### config.mk
export PLATFORM = sky130hd
export DESIGN_NAME = lap_capture_buffer
export DESIGN_NICKNAME = d
export VERILOG_FILES = /design/src/rtl/lap_pkg.sv /design/src/rtl/lap_fifo.sv /design/src/rtl/lap_capture_buffer.sv
export SDC_FILE = /design/constraint.sdc
export NUM_CORES = 1
export LEC_CHECK = 0
export ABC_AREA = 1
export CORE_MARGIN = 2
export CORE_UTILIZATION = 35
export CTS_CLUSTER_SIZE = 28
export DETAILED_ROUTE_END_ITERATION = 12
export GPL_TIMING_DRIVEN = 1
export MAX_ROUTING_LAYER = met4
export PLACE_DENSITY = 0.57
export SLEW_MARGIN = 5
export SYNTH_ARGS = -nofsm -noshare
export SYNTH_HDL_FRONTEND = slang
export SYNTH_SLANG_ARGS = --single-unit
### constraint.sdc
create_clock -name clk -period 2.7 [get_ports clk]
set_input_delay 0.54 -clock clk [delete_from_list [all_inputs] [get_ports clk]]
set_output_delay 0.54 -clock clk [all_outputs]
set_load 0.01 [all_outputs]
### src/rtl/lap_pkg.sv
// Shared constants for the lap capture buffer: display mode encodings and
// default geometry.
package lap_pkg;

    // Display mode encodings for the mode input
    localparam logic MODE_LIVE = 1'b0;
    localparam logic MODE_HOLD = 1'b1;

    // Default geometry: 16-bit timer value, four lap entries
    localparam int LAP_WIDTH_DEF = 16;
    localparam int LAP_DEPTH_DEF = 4;

endpackage : lap_pkg

### src/rtl/lap_fifo.sv
// Circular lap storage with read/write pointers, occupancy count and
// registered read head.
// Optional feature: define LAP_OVERWRITE_EN so that a write into a full
// buffer (with no pop in the same cycle) replaces the oldest entry.
module lap_fifo
    import lap_pkg::*;
#(
    parameter int WIDTH = LAP_WIDTH_DEF,
    parameter int DEPTH = LAP_DEPTH_DEF,
    localparam int AW = $clog2(DEPTH),
    localparam int CW = $clog2(DEPTH + 1)
) (
    input  logic             clk,
    input  logic             rst,
    input  logic             clr,
    input  logic             wr_en,
    input  logic [WIDTH-1:0] wr_data,
    input  logic             rd_en,
    output logic             rd_valid,
    output logic [WIDTH-1:0] rd_data,
    output logic [CW-1:0]    count,
    output logic             full_hit
);

    logic [WIDTH-1:0] mem [DEPTH];
    logic [AW-1:0]    wr_ptr_q;
    logic [AW-1:0]    rd_ptr_q;
    logic [CW-1:0]    count_q;

    logic             full;
    logic             empty;
    logic             do_pop;
    logic             ovw;
    logic             wr_adv;
    logic             rd_adv;
    logic [AW-1:0]    wr_ptr_n;
    logic [AW-1:0]    rd_ptr_n;
    logic [CW-1:0]    count_n;
    logic [WIDTH-1:0] head_n;

    assign full  = (count_q == CW'(DEPTH));
    assign empty = (count_q == '0);

    // Next-state pointers, occupancy and the value that becomes the read head
    // NOTE: every signal gets a default at the top so no path leaves one unassigned (no latches).
    always_comb begin
        do_pop   = rd_en & ~empty;
        ovw      = 1'b0;
`ifdef LAP_OVERWRITE_EN
        ovw      = wr_en & full & ~do_pop;
`endif
        full_hit = wr_en & full & ~do_pop;
        wr_adv   = (wr_en & (~full | do_pop)) | ovw;
        rd_adv   = do_pop | ovw;
        wr_ptr_n = wr_adv ? wr_ptr_q + AW'(1) : wr_ptr_q;
        rd_ptr_n = rd_adv ? rd_ptr_q + AW'(1) : rd_ptr_q;
        count_n  = count_q;
        case ({wr_adv, rd_adv})
            2'b10:   count_n = count_q + CW'(1);
            2'b01:   count_n = count_q - CW'(1);
            default: count_n = count_q;
        endcase
        // A write landing on the slot that becomes the head bypasses the array
        head_n = (wr_adv && (wr_ptr_q == rd_ptr_n)) ? wr_data : mem[rd_ptr_n];
    end

    // Pointer, count and read-head registers; clr has priority over traffic
    // NOTE: sequential state uses non-blocking assignments only, so every flop sees pre-edge values.
    always_ff @(posedge clk or negedge rst) begin
        if (!rst) begin
            wr_ptr_q <= '0;
            rd_ptr_q <= '0;
            count_q  <= '0;
            rd_valid <= 1'b0;
            rd_data  <= '0;
        end else if (clr) begin
            wr_ptr_q <= '0;
            rd_ptr_q <= '0;
            count_q  <= '0;
            rd_valid <= 1'b0;
            rd_data  <= '0;
        end else begin
            wr_ptr_q <= wr_ptr_n;
            rd_ptr_q <= rd_ptr_n;
            count_q  <= count_n;
            rd_valid <= (count_n != '0);
            rd_data  <= head_n;
        end
    end

    // Lap storage array
    // NOTE: the array has no reset; stale entries are never visible because count and pointers are reset.
    always_ff @(posedge clk) begin
        if (wr_adv && !clr) begin
            mem[wr_ptr_q] <= wr_data;
        end
    end

    assign count = count_q;

endmodule : lap_fifo

### src/rtl/lap_capture_buffer.sv
// Lap capture buffer: detects lap button edges, stores timer snapshots in a
// circular buffer with a valid/ready read port, and drives a live or held
// display value. Optional feature macro: LAP_OVERWRITE_EN (see lap_fifo).
module lap_capture_buffer
    import lap_pkg::*;
#(
    parameter int WIDTH = LAP_WIDTH_DEF,
    parameter int DEPTH = LAP_DEPTH_DEF
) (
    input  logic                       clk,
    input  logic                       rst,
    input  logic                       clr,
    input  logic [WIDTH-1:0]           din,
    input  logic                       cap,
    input  logic                       mode,
    input  logic                       rd_ready,
    output logic                       rd_valid,
    output logic [WIDTH-1:0]           rd_data,
    output logic [WIDTH-1:0]           disp,
    output logic [$clog2(DEPTH+1)-1:0] count,
    output logic                       overflow
);

    logic cap_q;
    logic cap_ev;
    logic full_hit;

    // Single capture per button press regardless of how long it is held
    assign cap_ev = cap & ~cap_q;

    // Previous button level for edge detection
    always_ff @(posedge clk or negedge rst) begin
        if (!rst) begin
            cap_q <= 1'b0;
        end else begin
            cap_q <= cap;
        end
    end

    // Display: follows the timer in live mode, freezes on the last lap in hold mode
    always_ff @(posedge clk or negedge rst) begin
        if (!rst) begin
            disp <= '0;
        end else if (clr) begin
            disp <= '0;
        end else if (mode == MODE_LIVE || cap_ev) begin
            disp <= din;
        end
    end

    // Sticky flag for a capture that found the buffer full with no pop
    always_ff @(posedge clk or negedge rst) begin
        if (!rst) begin
            overflow <= 1'b0;
        end else if (clr) begin
            overflow <= 1'b0;
        end else if (full_hit) begin
            overflow <= 1'b1;
        end
    end

    lap_fifo #(
        .WIDTH (WIDTH),
        .DEPTH (DEPTH)
    ) u_fifo (
        .clk      (clk),
        .rst      (rst),
        .clr      (clr),
        .wr_en    (cap_ev),
        .wr_data  (din),
        .rd_en    (rd_ready),
        .rd_valid (rd_valid),
        .rd_data  (rd_data),
        .count    (count),
        .full_hit (full_hit)
    );

endmodule : lap_capture_buffer
==> results of run 1 <==
-- state kept, by name, summed over array words and instances (netlist names) --
register,flops
u_fifo.mem,64
disp,16
u_fifo.rd_data,16
u_fifo.count,3
u_fifo.rd_ptr_q,2
u_fifo.wr_ptr_q,2
cap_q,1
overflow,1
u_fifo.rd_valid,1
-- final timing paths --
check,slack (ns),startpoint,endpoint,cells past startpoint
max,0.56,rd_ready,u_fifo.rd_data[4],11
min,0.34,rst,u_fifo.rd_data[8],1
max reg2reg,0.79,u_fifo.count[1],u_fifo.rd_data[9],10
min reg2reg,0.51,overflow,overflow,1
max in group asynchronous,1.72,rst,u_fifo.rd_data[14],1
min in group clk,0.51,overflow,overflow,1
-- cells by family after synthesis --
family / share of synthesized area (%)
AOI/OAI and AO/OA: 2.68
adders and majority gates: 1.44
buffers and inverters: 9.62
DFF: 61.1
and+or+nand+nor: 25.2
-- routing by layer --
metal / GRT usage (%) / wire length [µm]
met1: 21.5 / 5110
met5: - / 0
met2: 26.7 / 5550
met3: 3.46 / 661
met4: 6.39 / 215
-- stage by stage --
stage / power, mW / setup slack (ns) / hold slack, ns / instances
after global routing: 4.90 / 0.414 / 0.423 / 740
after floorplan: 2.86 / 0.218 / 0.244 / 496
after global placement: 3.41 / 0.201 / 0.478 / 724
after detailed placement: 3.42 / 0.202 / 0.500 / 724
final: 4.63 / 0.561 / 0.345 / 740
after CTS: 4.65 / 0.550 / 0.397 / 740
-- power by group through the flow --
stage,Combinational (mW),Clock [mW],Sequential [mW]
2_1_floorplan,0.847,0,2.01
3_3_place_gp,1.44,0,1.97
3_5_place_dp,1.45,0,1.97
4_1_cts,1.45,1.26,1.94
5_1_grt,1.61,1.34,1.95
6_report,1.45,1.24,1.93
-- placed cells by master, fill, tap and decap left out, drive strengths merged --
master / instances
inv: 98
nand2: 94
nand3: 73
edfxtp: 64
clkdlybuf4s50: 57
nor2: 49
dfrtp: 42
nand3b: 16
nand4: 16
buf: 13
o21ai: 10
clkbuf: 10
a211oi: 8
ha: 4
clkinv: 2
a31oi: 1
o21a: 1
fa: 1
clkinvlp: 1
-- layout make-up --
| cell class | count | area share (%) |
|---|---|---|
| Multi-Input combinational cell | 273 | 23.8 |
| Timing Repair Buffer | 70 | 12.2 |
| Tap cell | 180 | 3.76 |
| Clock inverter | 6 | 0.815 |
| Clock buffer | 10 | 3.82 |
| Inverter | 95 | 6.00 |
| Sequential cell | 106 | 49.7 |
==> flow_metrics.py, run 1 <==
metrics = {
    "clocking": {
        "cts_resized": 0,
        "cts_root_buf": "clkbuf_16",
        "cts_tree": "built",
        "cts_buffers": 9,
        "clkTransAtPathRegs_ns": 0.07,
        "post-cts-setup-buffers": 0,
        "htreeDepth": 3,
        "cts_hold_buf": 0,
        "clock_path_buffers": 2,
        "clkSinkCount": 106,
        "clk_latency_ns": 0.34,
    },
    "routing": {
        "drc": 0,
        "drt-vias-per-instance": 4.84,
        "vias": 3581,
        "wl_um": 11500,
        "postRouteAntennaNets": 0,
        "routedWlPerCell_um": 15.6,
        "drt_iter0_markers": 288,
        "dr.pass1.iters": 4,
    },
    "global_route": {
        "grt-ovfl-total": 0,
        "grt_max_degree": 43,
        "grt_pass1_wl_um": 18400,
        "grt_usage_pct": 16.9,
        "grt_antenna_before_repair": 0,
        "grt_pass1_vias": 3532,
    },
    "floorplanning": {
        "die_h_um": 122,
        "core_mm2": 0.0137,
        "ios": 59,
        "die_x_um": 122,
        "start_util_pct": 35.5,
        "dieArea_mm2": 0.0149,
        "rows": 43,
    },
    "critical_path": {
        "path_max_fanout": 18,
        "crit_chain": "clkdlybuf4s50_1 -> nand2_1 -> inv_2 -> nand2_4 -> nand2_1 -> nand3_2 -> nand2_4 -> inv_4 -> nor2_8 -> nor2_1 -> nor2_1",
        "cp-end-kind": "register",
        "crit_family": "simple AND/OR/NAND/NOR gates",
        "max_stage_delay_ns": 0.55,
        "arrival_ns": 2.41,
        "crit_type": "in2reg",
        "start_kind": "input port",
        "required_ns": 2.97,
        "cp_slowest_cell": "clkdlybuf4s50_1",
        "path_buf_inv": 3,
    },
    "power": {
        "p_seq_share_pct": 41.8,
        "switchingPower_mw": 1.56,
        "p_sw_share_pct": 33.7,
        "internal_power_mw": 3.07,
        "combPwrFrac_pct": 31.3,
        "clockPowerShare_pct": 26.9,
        "powerDensity_mw_per_mm2": 773,
        "vdd_ir_drop_max_uv": 344,
        "p_leak_nw": 2.66,
    },
    "sta": {
        "slew_headroom_pct": 34.3,
        "worst_clock_skew_ns": 0.00739,
        "final_hold_viol_count": 0,
        "timing.final.crit_period_ns": 2.14,
        "setup_viol_count_final": 0,
        "period_share_pct": 79.2,
        "worst_pin_slew_ns": 0.986,
        "drv_slew": 0,
        "rsz0062_at_grt": "false",
        "fmax_ghz": 0.467,
        "final.setup.tns_ns": 0,
    },
    "synthesis": {
        "mappedNetlistArea_mm2": 0.00486,
        "synth_top_area_cell": "edfxtp_1",
        "ys.flop_type": "edfxtp_1",
        "synth-seq-cells": 106,
        "synth_most_common_cell": "inv_1",
        "synth_edf_count": 64,
        "ys_seq_area_share_pct": 61.1,
        "synth_common_cells": "inv_1, nand2_1, nand3_1",
        "syn_nets": 523,
        "yosys_warnings": 0,
        "synthCells": 496,
        "postSynthAreaPerCell_um2": 9.81,
        "ys_types": 26,
        "synth_top_area_share_pct": 39.5,
        "synth_area_leaders": "edfxtp_1, dfrtp_1, nand3_1, inv_1, nand2_1",
        "async_reset_ff_share_pct": 39.6,
    },
    "cells_and_area": {
        "fin_util_pct": 43.6,
        "final-seq-area_mm2": 0.00297,
        "drive_gt1_share_pct": 8.39,
        "finish.instance_area_mm2": 0.00599,
        "fin_nets": 582,
        "fillers": 1338,
        "antennaDiodeCount": 0,
        "area_growth_pct": 23.1,
        "multiInputGateArea_mm2": 0.00142,
    },
    "run": {
        "cap_violations": 0,
    },
    "hold_path": {
        "hp-class": "in2async",
    },
    "place": {
        "placed_area_mm2": 0.00571,
        "port_buffers": 58,
        "place_congestion": 0.899,
        "place_hpwl_um": 7680,
    },
    "outcome": {
        "status": "completed",
    },
}
No activity file was read; power rests on OpenSTA's default activity.
==> run 2: changes to the inputs <==
- PLACE_DENSITY: 0.57 -> 0.59
- clock period: 2.7 -> 1.7 ns (I/O delays scaled with it)
==> run 2 against run 1 <==
Net effect: critical path depth rose by 1; critical path type is now reg2reg; clock power rose by 75%; largest power group is now combinational cells; global-route usage rose by 0.40 points.
==> flow_metrics.py, run 2 (synthesis results as in run 1) <==
metrics = {
    "cells_and_area": {
        "largest_register_ffs": 64,
        "fin_util_pct": 48.5,
        "antennaDiodeCount": 0,
        "regMostFlops": "u_fifo.mem",
        "final-seq-area_mm2": 0.00298,
        "reg_top3": "u_fifo.mem: 64 flops, disp: 16 flops, u_fifo.rd_data: 16 flops",
        "drive_gt1_share_pct": 20.3,
        "fillers": 1265,
        "final_common_cell": "inv_1",
        "multiInputGateArea_mm2": 0.00167,
        "area_growth_pct": 36.9,
        "layout_common_cells": "inv_1, nand2_1, edfxtp_1",
        "fin_nets": 619,
    },
    "clocking": {
        "clk_latency_ns": 0.35,
        "clkSinkCount": 106,
        "clkTransAtPathRegs_ns": 0.07,
        "cts_tree": "built",
        "cts_buffers": 9,
        "htreeDepth": 3,
        "cts_root_buf": "clkbuf_16",
        "clock_path_buffers": 2,
    },
    "routing": {
        "drt_iter0_markers": 212,
        "drt-vias-per-instance": 4.86,
        "dr.pass1.iters": 4,
        "wl_um": 12400,
        "vias": 3776,
        "routedWlPerCell_um": 15.9,
        "drc": 0,
        "postRouteAntennaNets": 0,
    },
    "global_route": {
        "grt_usage_pct": 17.3,
        "grt_pass1_vias": 3785,
        "grt-ovfl-total": 0,
        "grt_pass1_wl_um": 18900,
        "grt_antenna_before_repair": 0,
        "grt_max_degree": 43,
    },
    "floorplanning": {
        "dieArea_mm2": 0.0149,
        "core_mm2": 0.0137,
        "ios": 59,
        "die_h_um": 122,
        "die_x_um": 122,
        "start_util_pct": 35.5,
        "rows": 43,
    },
    "sta": {
        "slew_headroom_pct": 77.5,
        "final.setup.tns_ns": 0,
        "setup_viol_count_final": 0,
        "final_hold_viol_count": 0,
        "worst_clock_skew_ns": 0.0108,
        "period_share_pct": 97.5,
        "setup_ws_ns": 0.0430,
        "timing.final.crit_period_ns": 1.66,
        "fmax_ghz": 0.604,
        "drv_slew": 0,
        "worst_pin_slew_ns": 0.337,
        "rsz0062_at_grt": "true",
    },
    "critical_path": {
        "reg2regPathDepth": 12,
        "crit_chain": "nor2_4 -> nand2_4 -> nand2_8 -> inv_4 -> nand2_4 -> fa_2 -> inv_2 -> nand2_2 -> nand2_2 -> nand2_2 -> nand3_2 -> nand3_2",
        "arrival_ns": 1.90,
        "r2r-end": "u_fifo.rd_valid",
        "reg2reg_slack_ns": 0.04,
        "cp_slowest_cell": "dfrtp_2",
        "max_stage_delay_ns": 0.41,
        "reg2reg_from": "u_fifo.count[0]",
        "cp-end-kind": "register",
        "required_ns": 1.94,
        "crit_top_cell": "nand2_2",
        "crit_type": "reg2reg",
        "critPathLaunch": "u_fifo.count[0]",
        "path_max_fanout": 4,
        "start_kind": "register",
        "endpoint": "u_fifo.rd_valid",
    },
    "place": {
        "dp_slack_ns": -0.405,
        "port_buffers": 58,
        "place_hpwl_um": 8380,
        "place_congestion": 0.855,
    },
    "power": {
        "finalPower_mw": 8.41,
        "p_leak_nw": 2.95,
        "vdd_ir_drop_max_uv": 746,
        "powerDensity_mw_per_mm2": 1260,
    },
    "run": {
        "cap_violations": 0,
    },
    "outcome": {
        "status": "completed",
    },
    "hold_path": {
        "hp-class": "in2async",
    },
}
-- run 2: final cells by class --
cell class	instances	share of cell area (%)
flip-flops and latches	106	44.7
multi-input cells	276	25.1
repair buffers	104	16.6
inverters	95	5.43
clock buffers	13	4.08
well taps	180	3.38
clock inverters	3	0.676
-- run 2: report_power, final --
group / internal (mW) / leakage (nW) / switching [mW]
logic: 1.43 / 1.68 / 1.75
registers: 2.96 / 1.12 / 0.110
clock network: 1.28 / 0.155 / 0.895
-- run 2: layer usage --
layer	share of wire (%)	vias to the layer above	global-route usage, %
met5	0	-	-
met4	1.8	0	5.82
met3	4.2	14	3.00
met2	51	103	29.9
met1	43	1855	20.5
li1	-	1804	-
-- run 2: how the worst min path moves through the flow --
stage | endpoint | slack [ns] | cells after the start | startpoint
detailed placement | disp[9] | 0.33 | 2 | rst
global route | disp[11] | 0.52 | 3 | rst
floorplan | cap_q | 0.04 | 0 | rst
finish | cap_q | 0.50 | 3 | rst
CTS | disp[11] | 0.50 | 3 | rst
global placement | disp[8] | 0.33 | 2 | rst
-- run 2: metrics by stage --
step | hold WS (ns) | cells | cell area [µm²]
CTS | 0.501 | 764 | 6310
detailed placement | 0.333 | 745 | 5960
global placement | 0.330 | 745 | 5960
floorplan | 0.0444 | 496 | 4940
finish | 0.500 | 777 | 6660
global route | 0.520 | 777 | 6660
-- run 2: repair_timing --
item / CTS / global route
setup buffers: 2 / 6
endpoints found under the setup margin: 80 / 19
resized for setup: 5 / 42
endpoints found under the hold margin: 42 / 0
pin swaps: 1 / 28
gates cloned: 0 / 7
hold buffers: 1 / 0
-- run 2: critical path: cells and delay by family, from the launching register on --
kind                       cells  cell delay [ns]
DFF                            1             0.41
buffers and inverters          2             0.14
and+or+nand+nor                9             0.61
adders and majority gates      1             0.38
==> run 3: changes to the inputs <==
- GPL_ROUTABILITY_DRIVEN: default -> 0
==> run 3 against run 2 <==
Net effect: critical endpoint is now u_fifo.mem[0][11]; sequential share of layout area increased by 1.0 points; total power shrank 5.7%; register-to-register slack worse by 0.02 ns; clock power shrank 3%; largest cell class unchanged; count of clock-buffer cells in the layout shrank 3; final area down 2.3%; die area is the same; via count shrank 3.2%; combinational power shrank 13%; first-iteration DRC count up 57%; fmax down 1.1%.
==> flow_metrics.py, run 3 (synthesis results as in run 1) <==
metrics = {
    "cells_and_area": {
        "largest_register_ffs": 64,
        "instances_no_fill": 775,
        "area_growth_pct": 33.7,
        "finish.instance_area_mm2": 0.00651,
        "final_common_cell": "inv_1",
        "drive_gt1_share_pct": 16.8,
        "regMostFlops": "u_fifo.mem",
        "fin_nets": 617,
        "layout_common_cells": "inv_1, nand2_1, nand3_1",
        "fillers": 1264,
        "antennaDiodeCount": 0,
        "reg_top3": "u_fifo.mem: 64 flops, disp: 16 flops, u_fifo.rd_data: 16 flops",
    },
    "global_route": {
        "grt_pass1_vias": 3693,
        "grt-ovfl-total": 0,
        "grt_max_degree": 43,
        "grt_pass1_wl_um": 18400,
        "grt_antenna_before_repair": 0,
        "grt_usage_pct": 16.8,
    },
    "sta": {
        "setup_ws_ns": 0.0252,
        "fmax_ghz": 0.597,
        "rsz0062_at_grt": "true",
        "period_share_pct": 98.5,
        "slew_headroom_pct": 77.5,
        "setup_viol_count_final": 0,
        "timing.final.crit_period_ns": 1.67,
        "drv_slew": 0,
        "worst_pin_slew_ns": 0.337,
        "final.setup.tns_ns": 0,
        "final_hold_viol_count": 0,
        "worst_clock_skew_ns": 0.00654,
        "hold_ws_ns": 0.491,
    },
    "floorplanning": {
        "die_h_um": 122,
        "rows": 43,
        "die_x_um": 122,
        "ios": 59,
        "dieArea_mm2": 0.0149,
        "core_mm2": 0.0137,
        "start_util_pct": 35.5,
    },
    "place": {
        "place_inst": 747,
        "port_buffers": 58,
        "dp_slack_ns": -0.363,
        "placed_area_mm2": 0.00600,
        "place_hpwl_um": 7990,
    },
    "routing": {
        "drt-vias-per-instance": 4.71,
        "wl_um": 11700,
        "drc": 0,
        "dr.pass1.iters": 4,
        "vias": 3654,
        "drt_iter0_markers": 333,
        "postRouteAntennaNets": 0,
        "routedWlPerCell_um": 15.1,
    },
    "clocking": {
        "cts_buffers": 9,
        "clkTransAtPathRegs_ns": 0.07,
        "cts_root_buf": "clkbuf_16",
        "clk_latency_ns": 0.35,
        "clock_path_buffers": 2,
        "cts_tree": "built",
        "htreeDepth": 3,
        "clkSinkCount": 106,
    },
    "critical_path": {
        "crit_type": "reg2reg",
        "critPathLaunch": "u_fifo.count[1]",
        "reg2regPathDepth": 7,
        "r2r-end": "u_fifo.mem[0][11]",
        "required_ns": 1.77,
        "start_kind": "register",
        "cp-end-kind": "register",
        "reg2reg_slack_ns": 0.03,
        "path_max_fanout": 8,
        "reg2reg_from": "u_fifo.count[1]",
        "arrival_ns": 1.75,
        "endpoint": "u_fifo.mem[0][11]",
    },
    "power": {
        "vdd_ir_drop_max_uv": 687,
        "p_leak_nw": 2.89,
        "combPwrFrac_pct": 34.8,
        "internal_power_mw": 5.31,
        "switchingPower_mw": 2.63,
        "p_seq_share_pct": 38.6,
        "p_sw_share_pct": 33.1,
        "powerDensity_mw_per_mm2": 1220,
        "clockPowerShare_pct": 26.6,
    },
    "hold_path": {
        "hp-class": "in2async",
    },
    "outcome": {
        "status": "completed",
    },
    "run": {
        "cap_violations": 0,
    },
}
## run 3: cell count changes in the layout (fill, tap and decap cells not counted), sizes merged
cell and delta:
clkinvlp +2, clkdlybuf4s50 +1, buf +1, dlygate4sd2 -1, inv +1, clkbuf -5, nand2 -1
## run 3: per-stage QoR
stage / power (mW) / utilization (%)
6_report: 7.94 / 47.4
5_1_grt: 8.43 / 47.4
4_1_cts: 7.80 / 46.2
3_5_place_dp: 5.64 / 43.8
3_3_place_gp: 5.61 / 43.8
2_1_floorplan: 4.58 / -
## run 3: layout make-up
type                            count  area, µm²  area share [%]
Sequential cell                   106       2980            45.7
Multi-Input combinational cell    275       1560            24.0
Timing Repair Buffer              103       1080            16.6
Inverter                           95        362            5.56
Clock buffer                       10        229            3.52
Tap cell                          180        225            3.46
Clock inverter                      6       73.8            1.13
## run 3: how the worst min path moves through the flow
| stage | startpoint | end | slack [ns] | cells past startpoint |
|---|---|---|---|---|
| 3_5_place_dp | rst | disp[8] | 0.33 | 2 |
| 5_1_grt | rst | u_fifo.rd_data[12] | 0.51 | 3 |
| 3_3_place_gp | rst | disp[8] | 0.33 | 2 |
| 6_report | rst | disp[8] | 0.49 | 3 |
| 4_1_cts | rst | disp[8] | 0.49 | 3 |
| 2_1_floorplan | rst | cap_q | 0.04 | 0 |
## run 3: metal layers
| metal | routed length, µm | part of all wire [%] | global-route usage [%] | vias to the layer above |
|---|---|---|---|---|
| met5 | 0 | 0 | - | - |
| met4 | 265 | 2.3 | 7.18 | 0 |
| met3 | 556 | 4.8 | 3.09 | 20 |
| met2 | 5740 | 49 | 26.9 | 99 |
| met1 | 5140 | 44 | 21.1 | 1727 |
| li1 | - | - | - | 1808 |
## run 3: critical path, stage by stage, from the launching register on
cell and delay, ns:
dfrtp_1 0.40, nor2_4 0.06, buf_4 0.14, a31oi_4 0.25, buf_12 0.15, nand2_8 0.06
nor2_4 0.15, clkbuf_16 0.18
## run 3: what timing repair did
action	in CTS	in global routing
endpoints found under the setup margin	4	80
gates resized for setup	3	17
pin swaps	1	14
hold buffers	1	0
setup buffers	2	6
endpoints found under the hold margin	42	0
cloned	0	3
## run 3: power groups by stage
stage | Combinational, mW | Clock [mW] | Sequential, mW
6_report | 2.76 | 2.11 | 3.06
5_1_grt | 3.06 | 2.29 | 3.08
4_1_cts | 2.57 | 2.17 | 3.06
3_5_place_dp | 2.52 | 0 | 3.12
3_3_place_gp | 2.49 | 0 | 3.12
2_1_floorplan | 1.37 | 0 | 3.20
